[src/rtl/led_pattern_gen.sv]
// ---------------------------------------------------------------------------
// led_pattern_gen
//
// Animated test-pattern generator for a ROWS x COLS bicolour LED matrix.
// A tick divider turns every TICK_DIV enabled clock cycles into one
// animation step; each step toggles a phase bit and advances a position
// counter used by the scrolling patterns.
//
// Patterns (mode):
//   0  box         : centred 6x6 filled box, red and green
//   1  checker     : red/green checkerboard, swaps colour every step
//   2  col scroll  : single red column walking left to right
//   3  row sweep   : single green row walking top to bottom
//
// Ports:
//   CLK        in   single clock, all state updates on rising edge
//   RST        in   synchronous active-high reset
//   en         in   animation/update enable; 0 freezes counters and pixels
//   mode[1:0]  in   pattern select (see above)
//   RedPixels  out  [ROWS-1:0][COLS-1:0] registered red array, [row][col]
//   GrnPixels  out  [ROWS-1:0][COLS-1:0] registered green array, [row][col]
//   step       out  one-cycle pulse following each animation step
//
// Build option:
//   LED_PATTERN_BLINK_EN  when defined, the mode 0 box is shown only while
//                         phase=0 and blanked while phase=1 (blinking box).
//                         When undefined the box is steady.
// ---------------------------------------------------------------------------
module led_pattern_gen #(
    parameter int ROWS     = 16,
    parameter int COLS     = 16,
    parameter int TICK_DIV = 4
) (
    input  logic                       CLK,
    input  logic                       RST,
    input  logic                       en,
    input  logic [1:0]                 mode,
    output logic [ROWS-1:0][COLS-1:0]  RedPixels,
    output logic [ROWS-1:0][COLS-1:0]  GrnPixels,
    output logic                       step
);

    // -----------------------------------------------------------------------
    // Derived sizes and constants
    // -----------------------------------------------------------------------
    localparam int MAX_DIM = (ROWS > COLS) ? ROWS : COLS;
    localparam int POS_W   = (MAX_DIM > 1) ? $clog2(MAX_DIM) : 1;
    localparam int TICK_W  = (TICK_DIV > 1) ? $clog2(TICK_DIV) : 1;

    localparam int unsigned LAST_TICK = TICK_DIV - 1;
    localparam int unsigned LAST_COL  = COLS - 1;
    localparam int unsigned LAST_ROW  = ROWS - 1;

    // Box spans [N/2-3, N/2+2] on each axis (rows 5..10 on a 16-row panel)
    localparam int unsigned BOX_R_LO = ROWS / 2 - 3;
    localparam int unsigned BOX_R_HI = ROWS / 2 + 2;
    localparam int unsigned BOX_C_LO = COLS / 2 - 3;
    localparam int unsigned BOX_C_HI = COLS / 2 + 2;

    localparam logic [1:0] MODE_BOX     = 2'd0;
    localparam logic [1:0] MODE_CHECKER = 2'd1;
    localparam logic [1:0] MODE_SCROLL  = 2'd2;
    localparam logic [1:0] MODE_SWEEP   = 2'd3;

    // -----------------------------------------------------------------------
    // State
    // -----------------------------------------------------------------------
    logic [TICK_W-1:0] tick_cnt;
    logic [POS_W-1:0]  pos;
    logic              phase;
    logic [1:0]        mode_q;

    // -----------------------------------------------------------------------
    // Next-state helpers
    // -----------------------------------------------------------------------
    logic                      tick_last;
    logic                      mode_change;
    logic [POS_W-1:0]          pos_adv;
    logic                      box_visible;
    logic [ROWS-1:0]           row_in_box;
    logic [COLS-1:0]           col_in_box;
    logic [ROWS-1:0][COLS-1:0] red_next;
    logic [ROWS-1:0][COLS-1:0] grn_next;

    assign tick_last   = (32'(tick_cnt) == LAST_TICK);
    assign mode_change = (mode != mode_q);

`ifdef LED_PATTERN_BLINK_EN
    assign box_visible = ~phase;
`else
    assign box_visible = 1'b1;
`endif

    // Position only moves in the scrolling modes; each wraps on its own axis
    always_comb begin
        pos_adv = '0;
        case (mode_q)
            MODE_SCROLL: pos_adv = (32'(pos) == LAST_COL) ? '0 : pos + 1'b1;
            MODE_SWEEP:  pos_adv = (32'(pos) == LAST_ROW) ? '0 : pos + 1'b1;
            default:     pos_adv = '0;
        endcase
    end

    // Box membership masks per axis
    always_comb begin
        row_in_box = '0;
        for (int unsigned r = 0; r < ROWS; r++) begin
            row_in_box[r] = (r >= BOX_R_LO) && (r <= BOX_R_HI);
        end
    end

    always_comb begin
        col_in_box = '0;
        for (int unsigned c = 0; c < COLS; c++) begin
            col_in_box[c] = (c >= BOX_C_LO) && (c <= BOX_C_HI);
        end
    end

    // Pattern generated from the current (pre-edge) mode_q/pos/phase
    always_comb begin
        red_next = '0;
        grn_next = '0;
        for (int unsigned r = 0; r < ROWS; r++) begin
            for (int unsigned c = 0; c < COLS; c++) begin
                case (mode_q)
                    MODE_BOX: begin
                        red_next[r][c] = row_in_box[r] & col_in_box[c] & box_visible;
                        grn_next[r][c] = row_in_box[r] & col_in_box[c] & box_visible;
                    end
                    MODE_CHECKER: begin
                        // (r+c) mod 2 is the XOR of the index LSBs
                        red_next[r][c] = ~(r[0] ^ c[0] ^ phase);
                        grn_next[r][c] =  (r[0] ^ c[0] ^ phase);
                    end
                    MODE_SCROLL: begin
                        red_next[r][c] = (c == 32'(pos));
                        grn_next[r][c] = 1'b0;
                    end
                    MODE_SWEEP: begin
                        red_next[r][c] = 1'b0;
                        grn_next[r][c] = (r == 32'(pos));
                    end
                    default: begin
                        red_next[r][c] = 1'b0;
                        grn_next[r][c] = 1'b0;
                    end
                endcase
            end
        end
    end

    // -----------------------------------------------------------------------
    // Registers
    // -----------------------------------------------------------------------
    always_ff @(posedge CLK) begin
        if (RST) begin
            RedPixels <= '0;
            GrnPixels <= '0;
            step      <= 1'b0;
            tick_cnt  <= '0;
            pos       <= '0;
            phase     <= 1'b0;
            mode_q    <= mode;
        end else begin
            step <= 1'b0;

            // Pixels follow the enable alone: on a mode-change cycle they
            // still load the pattern of the outgoing mode, and the new mode
            // appears one cycle later.
            if (en) begin
                RedPixels <= red_next;
                GrnPixels <= grn_next;
            end

            if (mode_change) begin
                mode_q   <= mode;
                tick_cnt <= '0;
                pos      <= '0;
                phase    <= 1'b0;
            end else if (en) begin
                if (tick_last) begin
                    tick_cnt <= '0;
                    step     <= 1'b1;
                    phase    <= ~phase;
                    pos      <= pos_adv;
                end else begin
                    tick_cnt <= tick_cnt + 1'b1;
                end
            end
        end
    end

endmodule

[config.mk]
export PLATFORM = sky130hd
export DESIGN_NAME = led_pattern_gen
export DESIGN_NICKNAME = d
export VERILOG_FILES = /design/src/rtl/led_pattern_gen.sv
export SDC_FILE = /design/constraint.sdc
export NUM_CORES = 1
export LEC_CHECK = 0
export CAP_MARGIN = 20
export CORE_AREA = 10 10 192 194
export CTS_CLUSTER_SIZE = 30
export DETAILED_ROUTE_END_ITERATION = 10
export DIE_AREA = 0 0 202 204
export GPL_ROUTABILITY_DRIVEN = 0
export PLACE_DENSITY = 0.5
export SKIP_CTS_REPAIR_TIMING = 1
export SLEW_MARGIN = 40
export SYNTH_ARGS = -nofsm -noshare
export SYNTH_HDL_FRONTEND = slang
export SYNTH_SLANG_ARGS = --single-unit
export TNS_END_PERCENT = 50
[constraint.sdc]
create_clock -name CLK -period 2.58 [get_ports CLK]
set_input_delay 0.774 -clock CLK [delete_from_list [all_inputs] [get_ports CLK]]
set_output_delay 0.774 -clock CLK [all_outputs]
set_load 0.01 [all_outputs]
==> reports/metrics.yaml, run 1 <==
status: "finished, final reports clean"
die_area_um2: 41210
relSlewSlack_pct: 62.98
synth_edf_count: 2
critical_path.endpoint_type: "output port"
wirelength_um: 26690
hp-start: "tick_cnt[1]"
final_cell_mix: "clkdlybuf4s50_1, dfxtp_1, nor2_1"
powerDensity_nw_per_um2: 485.3
vias: 4996
core_region_area_um2: 33110
clkSinkCount: 98
cap_violations: 0
syn-instance-count: 821
max_freq_ghz: 0.4241
period_minus_slack_ns: 2.358
required_ns: 1.81
cts-htree-levels: 3
dr.pass1.iters: 4
global_route.overflow_total: 0
critical_path.top_delay_family: "buffers and inverters"
async_reset_ff_share_pct: 0
portBuffers: 517
ys_warn_count: 0
area_growth_pct: 39.89
cp_slowest_cell: "clkdlybuf4s50_1"
grt_use_total_pct: 12.05
viasPerCell: 3.693
root_buffer: "clkbuf_16"
grt_pass1_wl_um: 37650
tightest_slew_ns: 0.5510
r2r_start: "mode_q[0]"
cts_made_buffers: 9
rrSetupSlack_ns: 0.84
wl_per_cell_um: 19.73
final-max-slew-violation-count: 0
setup_viol: 0
ys_ff_latch: 98
reg2reg_depth: 4
hold_path.class: "reg -> reg"
path_cells: "clkdlybuf4s50_1"
antennaDiodeCount: 0
drive_gt1_share_pct: 3.536
clk_pin_slew_ns: 0.08
critPathBufInv: 1
start_kind: "register"
drc: 0
grt_pass1_vias: 5200
clkLatencyLatePin_ns: 0.36
nets: 910
layout_commonest_cell: "clkdlybuf4s50_1"
crit_path_max_fanout: 9
min_path_cells: 2
hpwl_um: 21390
io_pins: 518
critPathMaxStageDelay_ns: 0.64
cp_data_arrival_time_ns: 1.58
syn_nets: 831
die_w_um: 202
regToRegEndpoint: "RedPixels[147]"
utilization_pct: 29.00
first_iter_violations: 166
floorplan.initialDensity_pct: 20.73
fin_cells: 1353
place_area_um2: 9303
clock_power_share_pct: 30.0
rsz0062_at_grt: "no"
cts_tree: "done"
finalClockSkew_ns: 0.01228
hold_viol_final: 0
seqPwrFrac_pct: 38.2
p_comb_share_pct: 31.7
swShare_pct: 31.29
syn_avg_cell_area_um2: 8.362
die_h_um: 204
synth_flop_cell: "dfxtp_1"
critical_path_class: "reg -> out"
fin_tns_setup_ns: 0
ys_seq_area_share_pct: 28.87
row_count: 67
fin_crit_sh_pct: 91.39
max-vdd-ir-drop_uv: 300.5
grt_max_degree: 89
p_leak_nw: 3.293
syn-cell-area_um2: 6865
min_to: "tick_cnt[1]"
switching_power_mw: 1.458
placed_cells: 1337
ant_nets: 0
antenna_found_initial: 0
yosysUniqueCellTypes: 33
clockBufferDepth: 2
fin_area_um2: 9604
intPower_mw: 3.203
-- registers in the layout, summed over array words and instances (netlist names) --
register	count
tick_cnt	2
GrnPixels	44
phase	1
RedPixels	44
step	1
mode_q	2
pos	4
-- power by group through the flow --
| stage | Combinational [mW] | Sequential [mW] | Clock (mW) |
|---|---|---|---|
| global route | 1.57 | 1.81 | 1.52 |
| detailed placement | 1.51 | 1.83 | 0 |
| finish | 1.48 | 1.78 | 1.40 |
| floorplan | 0.953 | 1.81 | 0 |
| global placement | 1.52 | 1.82 | 0 |
| CTS | 1.52 | 1.79 | 1.47 |
-- synthesized netlist by cell type, types with 3 or more instances --
cell	number	area, µm²
nor2b_1	3	18.77
buf_6	7	78.83
nand2_1	34	127.6
buf_4	425	3191
clkbuf_1	11	41.29
inv_1	5	18.77
buf_2	11	55.05
a21oi_1	7	35.03
and3_1	6	37.54
a211oi_1	88	660.6
ha_1	5	62.56
nor2_1	96	360.4
dfxtp_1	96	1922
-- routing by layer --
layer  track usage (%)  part of all wire [%]
met1             13.55                    40
met2             21.40                    51
met3             4.660                   8.7
met4             2.013                  0.60
met5                 0                     0
-- logic make-up after synthesis --
family                     synth area share, %
adders and majority gates               0.9112
AOI/OAI and AO/OA                        10.95
muxes                                   0.2916
buffers and inverters                    49.43
DFF                                      28.87
xor gates and xnor gates                0.3828
and+or+nand+nor                          9.167
-- tightest hold or removal path: stages (launching register included) --
cell	delay, ns
dfxtp_1	0.33
mux2i_1	0.07
nor2_1	0.07
-- worst max path at each step --
stage | slack (ns) | end | from | depth (start not counted)
2_1_floorplan | 0.90 | mode_q[0] | RST | 3
3_3_place_gp | 0.38 | mode_q[0] | mode[1] | 3
3_5_place_dp | 0.39 | mode_q[0] | mode[1] | 3
4_1_cts | 0.17 | RedPixels[164] | RedPixels[164] | 1
5_1_grt | 0.14 | RedPixels[164] | RedPixels[164] | 1
6_report | 0.22 | RedPixels[68] | RedPixels[164] | 1
-- final cells by class --
class | count | area, µm²
clock buffer | 10 | 250.2
sequential | 98 | 1982
inverter | 5 | 18.77
multi-input combinational | 262 | 1494
tap | 448 | 560.5
clock inverter | 6 | 51.30
fill | 3496 | 23510
timing repair buffer | 524 | 5248
-- per-stage QoR --
| stage | power [mW] | setup slack, ns | hold WS, ns |
|---|---|---|---|
| after global routing | 4.899 | 0.1448 | 0.5237 |
| after detailed placement | 3.340 | 0.3943 | 0.4913 |
| after global placement | 3.338 | 0.3849 | 0.4787 |
| after CTS | 4.777 | 0.1704 | 0.5116 |
| final | 4.661 | 0.2221 | 0.5062 |
| after floorplan | 2.762 | 0.9022 | 0.4646 |
Note: power is estimated with default switching activity, not from simulation.
==> run 2, diff against run 1 <==
--- a/config.mk
+++ b/config.mk
@@ -6,14 +6,13 @@
 export NUM_CORES = 1
 export LEC_CHECK = 0
 export CAP_MARGIN = 20
-export CORE_AREA = 10 10 192 194
+export CORE_AREA = 4 4 197 199
 export CTS_CLUSTER_SIZE = 30
 export DETAILED_ROUTE_END_ITERATION = 10
-export DIE_AREA = 0 0 202 204
+export DIE_AREA = 0 0 201 203
 export GPL_ROUTABILITY_DRIVEN = 0
-export PLACE_DENSITY = 0.5
+export PLACE_DENSITY = 0.45
 export SKIP_CTS_REPAIR_TIMING = 1
-export SLEW_MARGIN = 40
 export SYNTH_ARGS = -nofsm -noshare
 export SYNTH_HDL_FRONTEND = slang
 export SYNTH_SLANG_ARGS = --single-unit
==> run 2 against run 1 <==
Compared with the run above: hold slack lost 0.0031 ns; via count grew 1.7%; die area fell by 0.98%; power fell by 1.7%; critical endpoint is now RedPixels[196]; largest power group unchanged.
==> reports/metrics.yaml, run 2 (synthesized netlist as in run 1, its figures left out) <==
required_ns: 1.81
placed_cells: 1364
max-vdd-ir-drop_uv: 292.9
grt_max_degree: 89
cap_violations: 0
critical_path.top_delay_family: "flip-flops"
wl_per_cell_um: 18.20
clk_pin_slew_ns: 0.07
wirelength_um: 25110
tightest_slew_ns: 0.7938
antennaDiodeCount: 0
nets: 911
clkSinkCount: 98
critPathMaxStageDelay_ns: 0.65
fin_tns_setup_ns: 0
floorplan.initialDensity_pct: 18.44
place_area_um2: 9345
cts_made_buffers: 9
die_area_um2: 40800
max_freq_ghz: 0.4128
powerDensity_nw_per_um2: 476.1
cp_data_arrival_time_ns: 1.65
period_minus_slack_ns: 2.422
cts-htree-levels: 3
grt_use_total_pct: 11.47
finalClockSkew_ns: 0.01166
clockBufferDepth: 2
vias: 5081
setup_viol: 0
grt_pass1_wl_um: 35810
hold_viol_final: 0
fin_crit_sh_pct: 93.89
dr.pass1.iters: 6
crit_path_max_fanout: 9
critical_path.endpoint_type: "output port"
hpwl_um: 19520
largestRegisters: "GrnPixels (44), RedPixels (44), pos (4)"
drive_gt1_share_pct: 3.753
layout_commonest_cell: "clkdlybuf4s50_1"
io_pins: 518
final-max-slew-violation-count: 0
final_cell_mix: "clkdlybuf4s50_1, dfxtp_1, nor2_1"
global_route.overflow_total: 0
path_cells: "clkdlybuf4s50_1"
fin_cells: 1380
antenna_found_initial: 0
drc: 0
power_mw: 4.584
rsz0062_at_grt: "no"
relSlewSlack_pct: 46.84
critical_path_class: "reg -> out"
root_buffer: "clkbuf_16"
first_iter_violations: 190
critPathBufInv: 1
start_kind: "register"
hold_ws_ns: 0.5031
row_count: 71
viasPerCell: 3.682
cts_tree: "done"
die_w_um: 201
clkLatencyLatePin_ns: 0.36
ant_nets: 0
hold_path.class: "reg -> reg"
fin_area_um2: 9628
status: "finished, final reports clean"
area_growth_pct: 40.24
core_region_area_um2: 37220
p_leak_nw: 3.279
die_h_um: 203
portBuffers: 517
cp_slowest_cell: "dfxtp_1"
grt_pass1_vias: 5116
[run 2: cell types whose count changed in the layout (fill, tap and decap cells not counted)]
cell and change:
buf_4 +1, nor2b_2 +1, clkbuf_16 -1, clkinv_2 -1, clkinvlp_4 +3, inv_6 -2
nor2b_1 -1, inv_4 +1
[run 2: worst paths after layout]
path | from | to | slack [ns] | cells after the start
worst min register to register | tick_cnt[1] | tick_cnt[1] | 0.50 | 2
worst max-delay path | RedPixels[164] | RedPixels[196] | 0.16 | 1
worst min-delay path | tick_cnt[1] | tick_cnt[1] | 0.50 | 2
worst max register to register | mode_q[0] | RedPixels[163] | 0.74 | 4
[run 2: cell type report]
class	count	area [µm²]
Clock buffer	9	225.2
Multi-Input combinational cell	262	1496
Fill cell	3971	27590
Timing Repair Buffer	525	5255
Clock inverter	7	57.56
Tap cell	474	593.1
Inverter	5	18.77
Sequential cell	98	1982
[run 2: through the flow]
step | util [%] | setup WS (ns)
final | 25.87 | 0.1575
after global placement | 25.11 | 0.3764
after floorplan | - | 0.9022
after detailed placement | 25.11 | 0.3785
after CTS | 25.87 | 0.1266
after global routing | 25.87 | 0.07545
[run 2: routing by layer]
metal,vias to the layer above,GRT usage [%],wire [µm]
met5,-,0,0
met4,0,1.622,131
met3,8,3.003,1554
li1,2410,-,-
met1,2409,14.17,10530
met2,254,20.56,12900
[run 2: power by group]
part	total (mW)	internal [mW]	leakage [nW]	switching, mW
combinational	1.46	0.860	2.34	0.604
clock	1.33	0.669	0.131	0.656
sequential	1.79	1.61	0.813	0.185
